### src/rtl/perc_sweep_gen.sv
// perc_sweep_gen: multi-channel percussion voice with falling-pitch sweep and stepped envelope.
// Define PERC_NOISE_EN to add LFSR pitch jitter (0..127) on snare and hi-hat channels.
module perc_sweep_gen #(
   parameter int unsigned NCH         = 4,
   parameter int unsigned FREQ_W      = 32,
   parameter int unsigned SILENCE     = 100000000,
   parameter int unsigned ENV_DIV     = 4,
   parameter int unsigned KICK_START  = 150,
   parameter int unsigned KICK_FLOOR  = 20,
   parameter int unsigned KICK_STEP   = 10,
   parameter int unsigned SNARE_START = 250,
   parameter int unsigned SNARE_FLOOR = 150,
   parameter int unsigned SNARE_STEP  = 10,
   parameter int unsigned HAT_START   = 6000,
   parameter int unsigned HAT_FLOOR   = 4000,
   parameter int unsigned HAT_STEP    = 250
) (
   input  logic                  clkDiv22,
   input  logic                  rst,
   input  logic [2*NCH-1:0]      beat_code,
   input  logic [NCH-1:0]        retrig,
   output logic [FREQ_W*NCH-1:0] freq,
   output logic [3*NCH-1:0]      env,
   output logic [NCH-1:0]        active
);

   localparam int unsigned       DIV_W    = (ENV_DIV > 1) ? $clog2(ENV_DIV) : 1;
   localparam logic [FREQ_W-1:0] SIL      = FREQ_W'(SILENCE);
   localparam logic [DIV_W-1:0]  DIV_LAST = DIV_W'(ENV_DIV - 1);

   logic [6:0] jitter;

`ifdef PERC_NOISE_EN
   logic [15:0] lfsr_q;

   // Fibonacci LFSR, taps 16/14/13/11, shared by all channels.
   always_ff @(posedge clkDiv22 or posedge rst) begin
      if (rst) lfsr_q <= 16'hACE1;
      else     lfsr_q <= {lfsr_q[14:0], lfsr_q[15] ^ lfsr_q[13] ^ lfsr_q[12] ^ lfsr_q[10]};
   end

   assign jitter = lfsr_q[6:0];
`else
   assign jitter = '0;
`endif

   for (genvar i = 0; i < NCH; i++) begin : g_ch
      logic [1:0]        code;
      logic              load;
      logic [1:0]        prev_code_q, prev_code_d;
      logic [1:0]        kind_q, kind_d;
      logic [FREQ_W-1:0] f_q, f_d;
      logic [2:0]        env_q, env_d;
      logic [DIV_W-1:0]  div_q, div_d;
      logic              active_q, active_d;
      logic [FREQ_W-1:0] start_f, floor_f, step_f, jit_f;

      assign code = beat_code[2*i +: 2];
      assign load = (code != prev_code_q) || retrig[i];

      always_comb begin
         unique case (code)
            2'd1:    start_f = FREQ_W'(KICK_START);
            2'd2:    start_f = FREQ_W'(SNARE_START);
            2'd3:    start_f = FREQ_W'(HAT_START);
            default: start_f = SIL;
         endcase
      end

      always_comb begin
         unique case (kind_q)
            2'd1:    begin floor_f = FREQ_W'(KICK_FLOOR);  step_f = FREQ_W'(KICK_STEP);  end
            2'd2:    begin floor_f = FREQ_W'(SNARE_FLOOR); step_f = FREQ_W'(SNARE_STEP); end
            2'd3:    begin floor_f = FREQ_W'(HAT_FLOOR);   step_f = FREQ_W'(HAT_STEP);   end
            default: begin floor_f = '0;                   step_f = '0;                  end
         endcase
      end

      always_comb begin
         // NOTE: every target gets its hold value first, so no branch can infer a latch.
         prev_code_d = prev_code_q;
         kind_d      = kind_q;
         f_d         = f_q;
         env_d       = env_q;
         div_d       = div_q;
         active_d    = active_q;
         if (load) begin
            prev_code_d = code;
            kind_d      = code;
            div_d       = '0;
            if (code != 2'd0) begin
               f_d      = start_f;
               env_d    = 3'd7;
               active_d = 1'b1;
            end else begin
               f_d      = SIL;
               env_d    = '0;
               active_d = 1'b0;
            end
         end else if (active_q) begin
            // Saturating sweep: compare the headroom, never subtract past the floor.
            if (f_q > floor_f && (f_q - floor_f) > step_f) f_d = f_q - step_f;
            else                                           f_d = floor_f;
            if (div_q == DIV_LAST) begin
               div_d = '0;
               env_d = env_q - 3'd1;
               if (env_q == 3'd1) begin
                  active_d = 1'b0;
                  f_d      = SIL;
               end
            end else begin
               div_d = div_q + 1'b1;
            end
         end
      end

      // NOTE: state registers use non-blocking assignments so every channel samples pre-edge values.
      always_ff @(posedge clkDiv22 or posedge rst) begin
         if (rst) begin
            prev_code_q <= '0;
            kind_q      <= '0;
            f_q         <= SIL;
            env_q       <= '0;
            div_q       <= '0;
            active_q    <= 1'b0;
         end else begin
            prev_code_q <= prev_code_d;
            kind_q      <= kind_d;
            f_q         <= f_d;
            env_q       <= env_d;
            div_q       <= div_d;
            active_q    <= active_d;
         end
      end

      assign jit_f = (kind_q == 2'd2 || kind_q == 2'd3) ? f_q + FREQ_W'(jitter) : f_q;
      assign freq[FREQ_W*i +: FREQ_W] = active_q ? jit_f : SIL;
      assign env[3*i +: 3]            = active_q ? env_q : 3'd0;
      assign active[i]                = active_q;
   end

endmodule

### config.mk
export PLATFORM = sky130hd
export DESIGN_NAME = perc_sweep_gen
export DESIGN_NICKNAME = d
export VERILOG_FILES = /design/src/rtl/perc_sweep_gen.sv
export SDC_FILE = /design/constraint.sdc
export NUM_CORES = 1
export LEC_CHECK = 0
export BUFFER_PORTS_ARGS = -buffer_cell sky130_fd_sc_hd__buf_2
export CAP_MARGIN = 25
export CORE_MARGIN = 1
export CORE_UTILIZATION = 40
export CTS_CLUSTER_SIZE = 8
export DETAILED_ROUTE_END_ITERATION = 10
export PLACE_DENSITY = 0.6
export SYNTH_ARGS = -nofsm -noshare
export SYNTH_HDL_FRONTEND = slang
export SYNTH_SLANG_ARGS = --single-unit
### constraint.sdc
create_clock -name clkDiv22 -period 9.1 [get_ports clkDiv22]
set_clock_uncertainty 0.1 [all_clocks]
set_input_delay 0.455 -clock clkDiv22 [delete_from_list [all_inputs] [get_ports clkDiv22]]
set_output_delay 0.455 -clock clkDiv22 [all_outputs]
set_load 0.02 [all_outputs]
==> impl_metrics.env <==
export IMPL_ff_latch_area_um2=4060
export IMPL_setup_worst_path_start="g_ch[3].kind_q[1]"
export IMPL_io_buffer_count=157
export IMPL_vias=15200
export IMPL_yosys_area_share_simple_pct=28.0
export IMPL_drive_gt1_share_pct=14.0
export IMPL_synth_main_ff_cell="dfrtp_1"
export IMPL_period_minus_slack_ps=5690
export IMPL_cp_cell_sequence="ha_1, inv_1, ha_1, a211o_1, a31oi_1, xnor2_1, ha_1, nand4_1, nor2_1, a31oi_1, nor4_1, nand4_1, o31ai_2, or2_1, o21ai_0, a211o_1"
export IMPL_grt_usage_pct=24.3
export IMPL_antenna_left=0
export IMPL_finalSetupViolations=0
export IMPL_tightestPinTransition_ps=1030
export IMPL_boundaryPins=158
export IMPL_slew_limit_headroom_pct=30.7
export IMPL_synth_edff_count=0
export IMPL_powerDensity_nw_per_um2=180
export IMPL_die_h_um=199
export IMPL_finalWeightedCongestion=0.947
export IMPL_yosysSeqAreaShare_pct=26.2
export IMPL_cts_made_buffers=17
export IMPL_dieWidth_um=199
export IMPL_synthAdderAreaFrac_pct=11.9
export IMPL_rsz0062_at_grt="no"
export IMPL_cp_arrival_ps=5930
export IMPL_firstDrtPassIters=6
export IMPL_hp_class="in -> reg"
export IMPL_htree_num_levels=4
export IMPL_synthXorXnorAreaFrac_pct=3.96
export IMPL_clk_latency_ps=460
export IMPL_ys_types=88
export IMPL_area_growth_pct=10.9
export IMPL_async_flop_share_pct=100
export IMPL_first_iter_violations=958
export IMPL_tns_ps=0
export IMPL_required_ps=9340
export IMPL_path_class="reg -> reg"
export IMPL_syn_avg_cell_area_um2=7.97
export IMPL_yosysTopAreaCellShare_pct=18.1
export IMPL_final_area_um2=17200
export IMPL_remaining_drc_errors=0
export IMPL_cts_buffer_depth=2
export IMPL_grt_start_max_net_pins=61
export IMPL_synth_area_leaders="dfrtp_1, ha_1, dfstp_2"
export IMPL_synthMuxAreaShare_pct=1.11
export IMPL_cts_clk_slew_worst_paths_ps=70
export IMPL_slowest_stage="or2_1"
export IMPL_status="complete, no violations"
export IMPL_clock_sinks=160
export IMPL_synth_top_family_by_area="simple AND/OR/NAND/NOR gates"
export IMPL_fin_nets=2178
export IMPL_synth_warnings=0
export IMPL_vdd_drop_max_v=0.000145
export IMPL_yosys_area_top_type="dfrtp_1"
export IMPL_syn_num_nets=2104
export IMPL_postCtsSetupRepairBufs=0
export IMPL_final_period_utilization_pct=62.5
export IMPL_fmax_ghz=0.176
export IMPL_timing_hold_ws_ps=84.8
export IMPL_die_area_um2=39500
export IMPL_cap_violations=0
export IMPL_syn_inst=1945
export IMPL_endpoint_kind="register"
export IMPL_synth_most_common_cell="nand2_1"
export IMPL_start_util_pct=40.9
export IMPL_antenna_cells=0
export IMPL_wl_per_cell_um=18.8
export IMPL_hpwl_um=35800
export IMPL_core_area_um2=37900
export IMPL_critPathMaxFanout=28
export IMPL_min_delay_start="beat_code[5]"
export IMPL_start_kind="register"
export IMPL_multi_input_area_um2=10600
export IMPL_clock_root_buffer="clkbuf_16"
export IMPL_syn_area_um2=15500
export IMPL_finalHoldViolCount=0
export IMPL_avgViaCountPerCell=5.98
export IMPL_drt_wl_total_um=47800
export IMPL_synth_seq_cells=160
export IMPL_antenna_found_initial=0
export IMPL_crit_reg2reg_launch="g_ch[3].kind_q[1]"
export IMPL_overflow=0
export IMPL_power_leakage_nw=7.76
export IMPL_synth_commonest_cells="nand2_1, ha_1, o21ai_0"
export IMPL_post_route_util_pct=45.3
export IMPL_grt_pass1_vias=14400
export IMPL_critPathMaxStageDelay_ps=830
export IMPL_grt_first_pass_wirelength_um=77100
export IMPL_num_fill_cells=3852
export IMPL_cts_tree="done"
export IMPL_finalMaxSlewViolations=0
export IMPL_crit_top_cell="ha_1"
export IMPL_synth_compound_area_share_pct=23.4
export IMPL_post_dp_cell_area_um2=16500
export IMPL_row_count=71
## worst max-delay path: cells and delay by family, from the launching register on
family	cells	cell delay, ps
AND/OR/NAND/NOR	5	1500
AO/OA/AOI/OAI	6	1920
adder cells (fa/ha/maj)	3	1090
XOR/XNOR	1	110
flip-flops	1	440
buffers and inverters	1	410
## report_power, final
part	switching (mW)	total, mW	internal [mW]
combinational	0.796	1.32	0.519
sequential	0.160	0.969	0.809
clock	0.324	0.809	0.485
## timing repair
action	CTS	global route
resized for setup	0	0
hold buffers	1	0
hold endpoints to repair	50	0
## final cells by class
class,instances,share of cell area [%]
clock buffers,20,2.54
clock inverters,12,1.12
inverters,83,1.84
multi-input cells,1582,61.7
flip-flops and latches,160,23.6
well taps,511,3.72
repair buffers,175,5.40
## per-stage QoR
stage / power [mW] / cells / worst slack (ps)
global route: 3.29 / 2543 / 3140
finish: 3.09 / 2543 / 3410
CTS: 3.09 / 2542 / 3470
global placement: 2.26 / 2506 / 3710
detailed placement: 2.27 / 2509 / 3460
floorplan: 1.91 / 1945 / 4300
## logic make-up (layout without fill, tap and decap cells)
logic type | Yosys count | after routing
simple gates | 811 | 811
compound gates | 539 | 539
buf+inv | 203 | 290
flops | 160 | 160
fa+ha+maj | 145 | 145
xor+xnor | 70 | 70
mux | 17 | 17
## layer usage
metal | up-vias | GRT usage [%] | routed length [um]
met5 | - | 0 | 0
met4 | 0 | 7.58 | 899
met3 | 64 | 2.54 | 2430
met2 | 456 | 40.2 | 22400
met1 | 7402 | 33.1 | 22100
li1 | 7291 | - | -
## worst paths after layout
check                      slack [ps]  cells after the start           endpoint
max                              3410                     16     g_ch[3].f_q[9]
min                                80                      1  g_ch[2].kind_q[1]
max reg2reg                      3410                     16     g_ch[3].f_q[9]
min reg2reg                       430                      2   g_ch[1].div_q[1]
max in group asynchronous        7220                      4   g_ch[0].env_q[0]
min in group asynchronous         530                      3     g_ch[2].f_q[3]
## flip-flops by register name (all words and copies together) (netlist names)
signal and count:
g_ch.env_q 12, g_ch.kind_q 8, g_ch.div_q 8, g_ch.active_q 4, g_ch.f_q 128
## cells in the final DEF (no fill, tap or decap), types with 30 or more instances in the layout
cell type	synthesis	routed
dfrtp_1	112	112
xnor2_1	35	35
nor4_1	43	43
ha_1	141	141
a21oi_1	114	114
nand2b_1	68	68
or3_1	33	33
nor3_1	68	68
nand3_1	68	68
o21ai_0	133	133
dfstp_2	48	48
and2_1	112	112
a21o_1	30	30
nor2_1	132	132
nand2_1	148	148
buf_2	22	157
a211o_1	31	31
xor2_1	35	35
inv_1	83	82
(Power assumes the default switching activity.)
